$ cat src/rtl/mips_wb_pkg.sv
// Shared constants and transfer type for the register-file writeback path.
package mips_wb_pkg;
  localparam int DATA_W     = 32;
  localparam int ADDR_W     = 5;
  localparam int FIFO_DEPTH = 2;
  localparam logic [ADDR_W-1:0] ZERO_REG = 5'd0;

  typedef struct packed {
    logic [ADDR_W-1:0] idx;
    logic [DATA_W-1:0] data;
  } wb_xfer_t;
endpackage

$ cat src/rtl/wb_skid_fifo.sv
// Two-entry buffer for load results that lost arbitration to the ALU.
// Per-slot dest/valid outputs let the writer guard same-register ordering.
module wb_skid_fifo #(
  parameter int DATA_W     = 32,
  parameter int ADDR_W     = 5,
  parameter int FIFO_DEPTH = 2
) (
  input  logic              clk,
  input  logic              rst_n,
  input  logic              flush,
  input  logic              push,
  input  logic [ADDR_W-1:0] push_reg,
  input  logic [DATA_W-1:0] push_data,
  input  logic              pop,
  output logic [ADDR_W-1:0] head_reg,
  output logic [DATA_W-1:0] head_data,
  output logic [1:0]        count,
  output logic [1:0]        ent_valid,
  output logic [ADDR_W-1:0] ent_reg_0,
  output logic [ADDR_W-1:0] ent_reg_1
);
  import mips_wb_pkg::*;

  logic [ADDR_W-1:0] mem_reg  [2];
  logic [DATA_W-1:0] mem_data [2];
  logic              rd_ptr;
  logic              wr_ptr;
  logic [1:0]        valid;
  logic [1:0]        valid_next;

  // Clearing before setting lets a pop+push on the same slot (full FIFO) keep it valid.
  always_comb begin
    valid_next = valid;
    if (pop)  valid_next[rd_ptr] = 1'b0;
    if (push) valid_next[wr_ptr] = 1'b1;
  end

  always_ff @(posedge clk or negedge rst_n) begin
    if (!rst_n) begin
      rd_ptr <= 1'b0;
      wr_ptr <= 1'b0;
      count  <= '0;
      valid  <= '0;
      for (int unsigned i = 0; i < 2; i++) begin
        mem_reg[i]  <= '0;
        mem_data[i] <= '0;
      end
    end else if (flush) begin
      rd_ptr <= 1'b0;
      wr_ptr <= 1'b0;
      count  <= '0;
      valid  <= '0;
    end else begin
      if (push) begin
        mem_reg[wr_ptr]  <= push_reg;
        mem_data[wr_ptr] <= push_data;
        wr_ptr           <= ~wr_ptr;
      end
      if (pop) rd_ptr <= ~rd_ptr;
      valid <= valid_next;
      if (push && !pop && count != 2'(FIFO_DEPTH)) count <= count + 2'd1;
      else if (pop && !push && count != '0)        count <= count - 2'd1;
    end
  end

  assign head_reg  = mem_reg[rd_ptr];
  assign head_data = mem_data[rd_ptr];
  assign ent_valid = valid;
  assign ent_reg_0 = mem_reg[0];
  assign ent_reg_1 = mem_reg[1];
endmodule

$ cat src/rtl/writeback_unit.sv
// Register-file write port driver: arbitrates ALU and load results into a
// single stage register, buffering colliding loads and exposing forwarding.
module writeback_unit #(
  parameter int DATA_W     = 32,
  parameter int ADDR_W     = 5,
  parameter int FIFO_DEPTH = 2,
  parameter int CNT_W      = 16
) (
  input  logic              clk,
  input  logic              rst_n,
  input  logic              flush,
  input  logic              alu_valid,
  output logic              alu_ready,
  input  logic [ADDR_W-1:0] alu_reg,
  input  logic [DATA_W-1:0] alu_data,
  input  logic              load_valid,
  output logic              load_ready,
  input  logic [ADDR_W-1:0] load_reg,
  input  logic [DATA_W-1:0] load_data,
  output logic [ADDR_W-1:0] write_register,
  output logic              write_switch,
  output logic [DATA_W-1:0] write_data,
  input  logic [ADDR_W-1:0] fwd_read_1,
  input  logic [ADDR_W-1:0] fwd_read_2,
  output logic              fwd_hit_1,
  output logic              fwd_hit_2,
  output logic [DATA_W-1:0] fwd_data,
  output logic [CNT_W-1:0]  retired_count
);
  import mips_wb_pkg::*;

  localparam logic [ADDR_W-1:0] ZERO_IDX = ADDR_W'(ZERO_REG);

  logic [ADDR_W-1:0] head_reg;
  logic [DATA_W-1:0] head_data;
  logic [1:0]        fifo_count;
  logic [1:0]        ent_valid;
  logic [ADDR_W-1:0] ent_reg_0;
  logic [ADDR_W-1:0] ent_reg_1;
  logic              guard;
  logic              alu_take;
  logic              load_take;
  logic              push;
  logic              pop;
  logic              sel_valid;
  logic [ADDR_W-1:0] sel_reg;
  logic [DATA_W-1:0] sel_data;

  wb_skid_fifo #(
    .DATA_W     (DATA_W),
    .ADDR_W     (ADDR_W),
    .FIFO_DEPTH (FIFO_DEPTH)
  ) u_fifo (
    .clk       (clk),
    .rst_n     (rst_n),
    .flush     (flush),
    .push      (push),
    .push_reg  (load_reg),
    .push_data (load_data),
    .pop       (pop),
    .head_reg  (head_reg),
    .head_data (head_data),
    .count     (fifo_count),
    .ent_valid (ent_valid),
    .ent_reg_0 (ent_reg_0),
    .ent_reg_1 (ent_reg_1)
  );

  // An ALU write must not overtake a buffered load to the same register.
  always_comb begin
    guard = (alu_reg != ZERO_IDX) &&
            ((ent_valid[0] && ent_reg_0 == alu_reg) ||
             (ent_valid[1] && ent_reg_1 == alu_reg));
    alu_ready  = !flush && !guard;
    load_ready = !flush && (fifo_count < 2'(FIFO_DEPTH));
    alu_take   = alu_valid && alu_ready;
    load_take  = load_valid && load_ready;
  end

  always_comb begin
    sel_valid = 1'b0;
    sel_reg   = write_register;
    sel_data  = write_data;
    push      = 1'b0;
    pop       = 1'b0;
    if (!flush) begin
      if (alu_take) begin
        sel_valid = 1'b1;
        sel_reg   = alu_reg;
        sel_data  = alu_data;
        push      = load_take;
      end else if (fifo_count != '0) begin
        sel_valid = 1'b1;
        sel_reg   = head_reg;
        sel_data  = head_data;
        pop       = 1'b1;
        push      = load_take;
      end else if (load_take) begin
        sel_valid = 1'b1;
        sel_reg   = load_reg;
        sel_data  = load_data;
      end
    end
  end

  always_ff @(posedge clk or negedge rst_n) begin
    if (!rst_n) begin
      write_register <= '0;
      write_switch   <= 1'b0;
      write_data     <= '0;
      retired_count  <= '0;
    end else begin
      write_register <= sel_reg;
      write_data     <= sel_data;
      write_switch   <= sel_valid && (sel_reg != ZERO_IDX);
      if (sel_valid && sel_reg != ZERO_IDX && retired_count != '1)
        retired_count <= retired_count + 1'b1;
    end
  end

  assign fwd_hit_1 = write_switch && (write_register == fwd_read_1) && (fwd_read_1 != ZERO_IDX);
  assign fwd_hit_2 = write_switch && (write_register == fwd_read_2) && (fwd_read_2 != ZERO_IDX);
  assign fwd_data  = write_data;
endmodule

$ cat config.mk
export PLATFORM = sky130hd
export DESIGN_NAME = writeback_unit
export DESIGN_NICKNAME = d
export VERILOG_FILES = /design/src/rtl/mips_wb_pkg.sv /design/src/rtl/wb_skid_fifo.sv /design/src/rtl/writeback_unit.sv
export SDC_FILE = /design/constraint.sdc
export NUM_CORES = 1
export LEC_CHECK = 0
export ABC_CLOCK_PERIOD_IN_PS = 2950
export BUFFER_PORTS_ARGS = -buffer_cell sky130_fd_sc_hd__buf_2
export CAP_MARGIN = 15
export CORE_AREA = 4 4 132 134
export CTS_CLUSTER_DIAMETER = 50
export DETAILED_ROUTE_END_ITERATION = 6
export DIE_AREA = 0 0 136 138
export HOLD_SLACK_MARGIN = 0.03
export MAX_ROUTING_LAYER = met4
export PLACE_DENSITY = 0.75
export SLEW_MARGIN = 20
export SYNTH_ARGS = -nofsm -noshare
export SYNTH_HDL_FRONTEND = slang
export SYNTH_HIERARCHICAL = 1
export SYNTH_SLANG_ARGS = --single-unit
$ cat constraint.sdc
create_clock -name clk -period 2.95 [get_ports clk]
set_clock_uncertainty 0.1 [all_clocks]
set_input_delay 0.1475 -clock clk [delete_from_list [all_inputs] [get_ports clk]]
set_output_delay 0.1475 -clock clk [all_outputs]
set_load 0.005 [all_outputs]
==> results.ini <==
[synth]
ys.flop_type=dfrtp_1
synth-edff-count=0
post-synth-top-count-cell=dfrtp_1
synthesis.area_sq_mm=0.00719
synth_cells=676
ys_ff_latch=134
netlist_top_cells_area=dfrtp_1 47%, mux2_2 13%, o21ai_0 7.0%
synth_top_area_share_pct=46.6
async_reset_ff_share_pct=100
ys_warn_count=6
yosysUniqueCellTypes=49
synth.avg_cell_area_sq_um=10.6
synth_top_area_cell=dfrtp_1
synthTopCellsByCount=134 x dfrtp_1, 100 x o21ai_0, 84 x nand2_1
syn-num-nets=766
seq_area_frac_synth_pct=46.6

[pwr]
power.leakage_nw=4.54
power_density_mw_per_mm2=622
peakVddDrop_uv=417

[setup_path]
critPathCaptureType=flop
r2r.worst_path.cells=9
crit_type=in -> reg
worstReg2RegStart=u_fifo/ent_reg_0[4]
start_kind=input port
rrSetupSlack_ps=170
required_ps=3160
cp_max_fo=6
rr_endpoint=retired_count[1]
arrival_ps=3080

[floorplanning]
num_rows=47
die_area_sq_mm=0.0188
die_h_um=138
ios=179
die_w_um=136
core_sq_mm=0.0163
initial_utilization_pct=44.2

[cells_and_area]
seqCellArea_sq_mm=0.00335
fillers=1337
fin_nets=989
multiInputGateArea_sq_mm=0.00336
drive_above_1_share_pct=40.1
fin_cells=1133
area_growth_pct=31.9

[timing]
max_freq_mhz=349
maxSlewViolCount=0
tightest_slew_ps=686
finalWorstSetupSlack_ps=81.2
rsz0062_at_grt=no
hold_viol=0
fin_crit_ps=2870
fin_tns_setup_ps=0
period_share_pct=97.2
slew_headroom_pct=54.3
report.final.setup_viol=0
whs_ps=66.8

[worst_hold_path]
worstHoldPathType=in -> reg
worstHoldEndpoint=write_register[4]
holdPathStages=3
hold_start=alu_reg[4]

[global_route]
grt_max_degree=75
antenna_found_initial=1
grt_overflow=0
grt_pass1_vias=5992
grt_pass1_wl_um=30100
track_usage_pct=20.4

[detailed_routing]
post-route-drc-count=0
ant_nets=0
vias_per_cell=5.16
num_vias=5847
wl_um=18500
dr.pass1.iters=4
wl_per_cell_um=16.3
dr.first_iter.drc_count=443

[placement]
io_buffers=178
place.gp.congestion=0.830
placed_cells=1028
pre_cts_ws_ps=109
dp_hpwl_um=11900

[cts]
cts.sinks=134
cts_tree=done
path_clk_slew_ps=60
cts_root_buf=clkbuf_16
clk_latency_ps=430
h-tree-depth=4
cts_buffers=17
cts_setup_buffers=0
clock_path_buffers=2

[flow_run]
cap_viol_max_count=0

[outcome]
run_status=finished clean

[critical path: stages]
cell	delay (ps)
dlygate4sd3_1	540
buf_2	170
nor4_2	270
nand2_1	190
a211o_2	370
mux2_4	320
nor2_1	110
or4b_4	510
nand3_2	120
mux2_1	330
[how the worst max path moves through the flow]
stage                     depth (start not counted)                start                end  slack (ps)
after floorplan                                  11        u_fifo/rd_ptr   retired_count[1]         170
after global placement                            9  u_fifo/ent_reg_0[3]   retired_count[1]         140
after detailed placement                          9  u_fifo/ent_reg_0[4]   retired_count[1]         110
after CTS                                        11           alu_reg[2]   retired_count[1]          70
after global routing                             10           alu_reg[2]  retired_count[10]         0.3
final                                            10           alu_reg[2]   retired_count[1]          80
[final cells by class]
class,count,area share [%]
tap,220,2.90
sequential,134,35.3
antenna,1,0.0264
inverter,3,0.119
clock buffer,18,4.63
timing repair buffer,279,19.5
multi-input combinational,464,35.4
clock inverter,14,2.11
[sequential cells by signal (all words and copies together), names as in the netlist]
name,cells
u_fifo/mem_data,64
u_fifo/wr_ptr,1
write_switch,1
fwd_data,32
retired_count,16
u_fifo/count,2
u_fifo/ent_reg_0,5
u_fifo/ent_valid,2
write_register,5
u_fifo/rd_ptr,1
u_fifo/ent_reg_1,5
[timing repair]
action | in CTS | in global routing
resized for setup | 0 | 5
endpoints found under the setup margin | 0 | 15
hold buffers | 72 | 0
hold endpoints to repair | 178 | 0
[placed cells by master (no fill, tap or decap), drive strengths merged, types with 6 or more instances in the layout]
| cell | n |
|---|---|
| a21oi | 11 |
| and3 | 6 |
| buf | 207 |
| clkbuf | 18 |
| dfrtp | 134 |
| dlygate4sd3 | 72 |
| mux2 | 114 |
| nand2 | 84 |
| nand3 | 40 |
| nand4 | 9 |
| nor2 | 15 |
| nor3 | 14 |
| o21ai | 101 |
| xnor2 | 24 |
| xor2 | 8 |
[routing by layer]
| metal | global-route usage, % | part of all wire, % | vias up |
|---|---|---|---|
| met5 | - | 0 | - |
| met2 | 32.8 | 49 | 164 |
| met1 | 25.8 | 45 | 2857 |
| met3 | 3.89 | 4.9 | 27 |
| met4 | 6.74 | 1.6 | 0 |
| li1 | - | - | 2799 |
[through the flow]
stage	utilization (%)	power, mW	area (sq um)
final	58.3	5.90	9490
after global routing	58.3	6.20	9490
after CTS	58.1	5.94	9460
after detailed placement	49.7	3.55	8100
after global placement	49.7	3.52	8100
after floorplan	-	3.16	7190
[where the power goes]
group	internal [mW]	switching, mW
Clock	1.44	0.838
Sequential	2.17	0.240
Combinational	0.704	0.510
Total	4.31	1.59
[kinds of logic after synthesis]
kind of cell / count (synthesis) / share of synthesized area (%)
AO/OA/AOI/OAI: 124 / 9.39
flip-flops: 134 / 46.6
XOR/XNOR: 32 / 3.90
multiplexers: 119 / 20.2
AND/OR/NAND/NOR: 188 / 12.6
buffers and inverters: 78 / 7.15
adder cells (fa/ha/maj): 1 / 0.174
No activity file was read; power rests on OpenSTA's default activity.
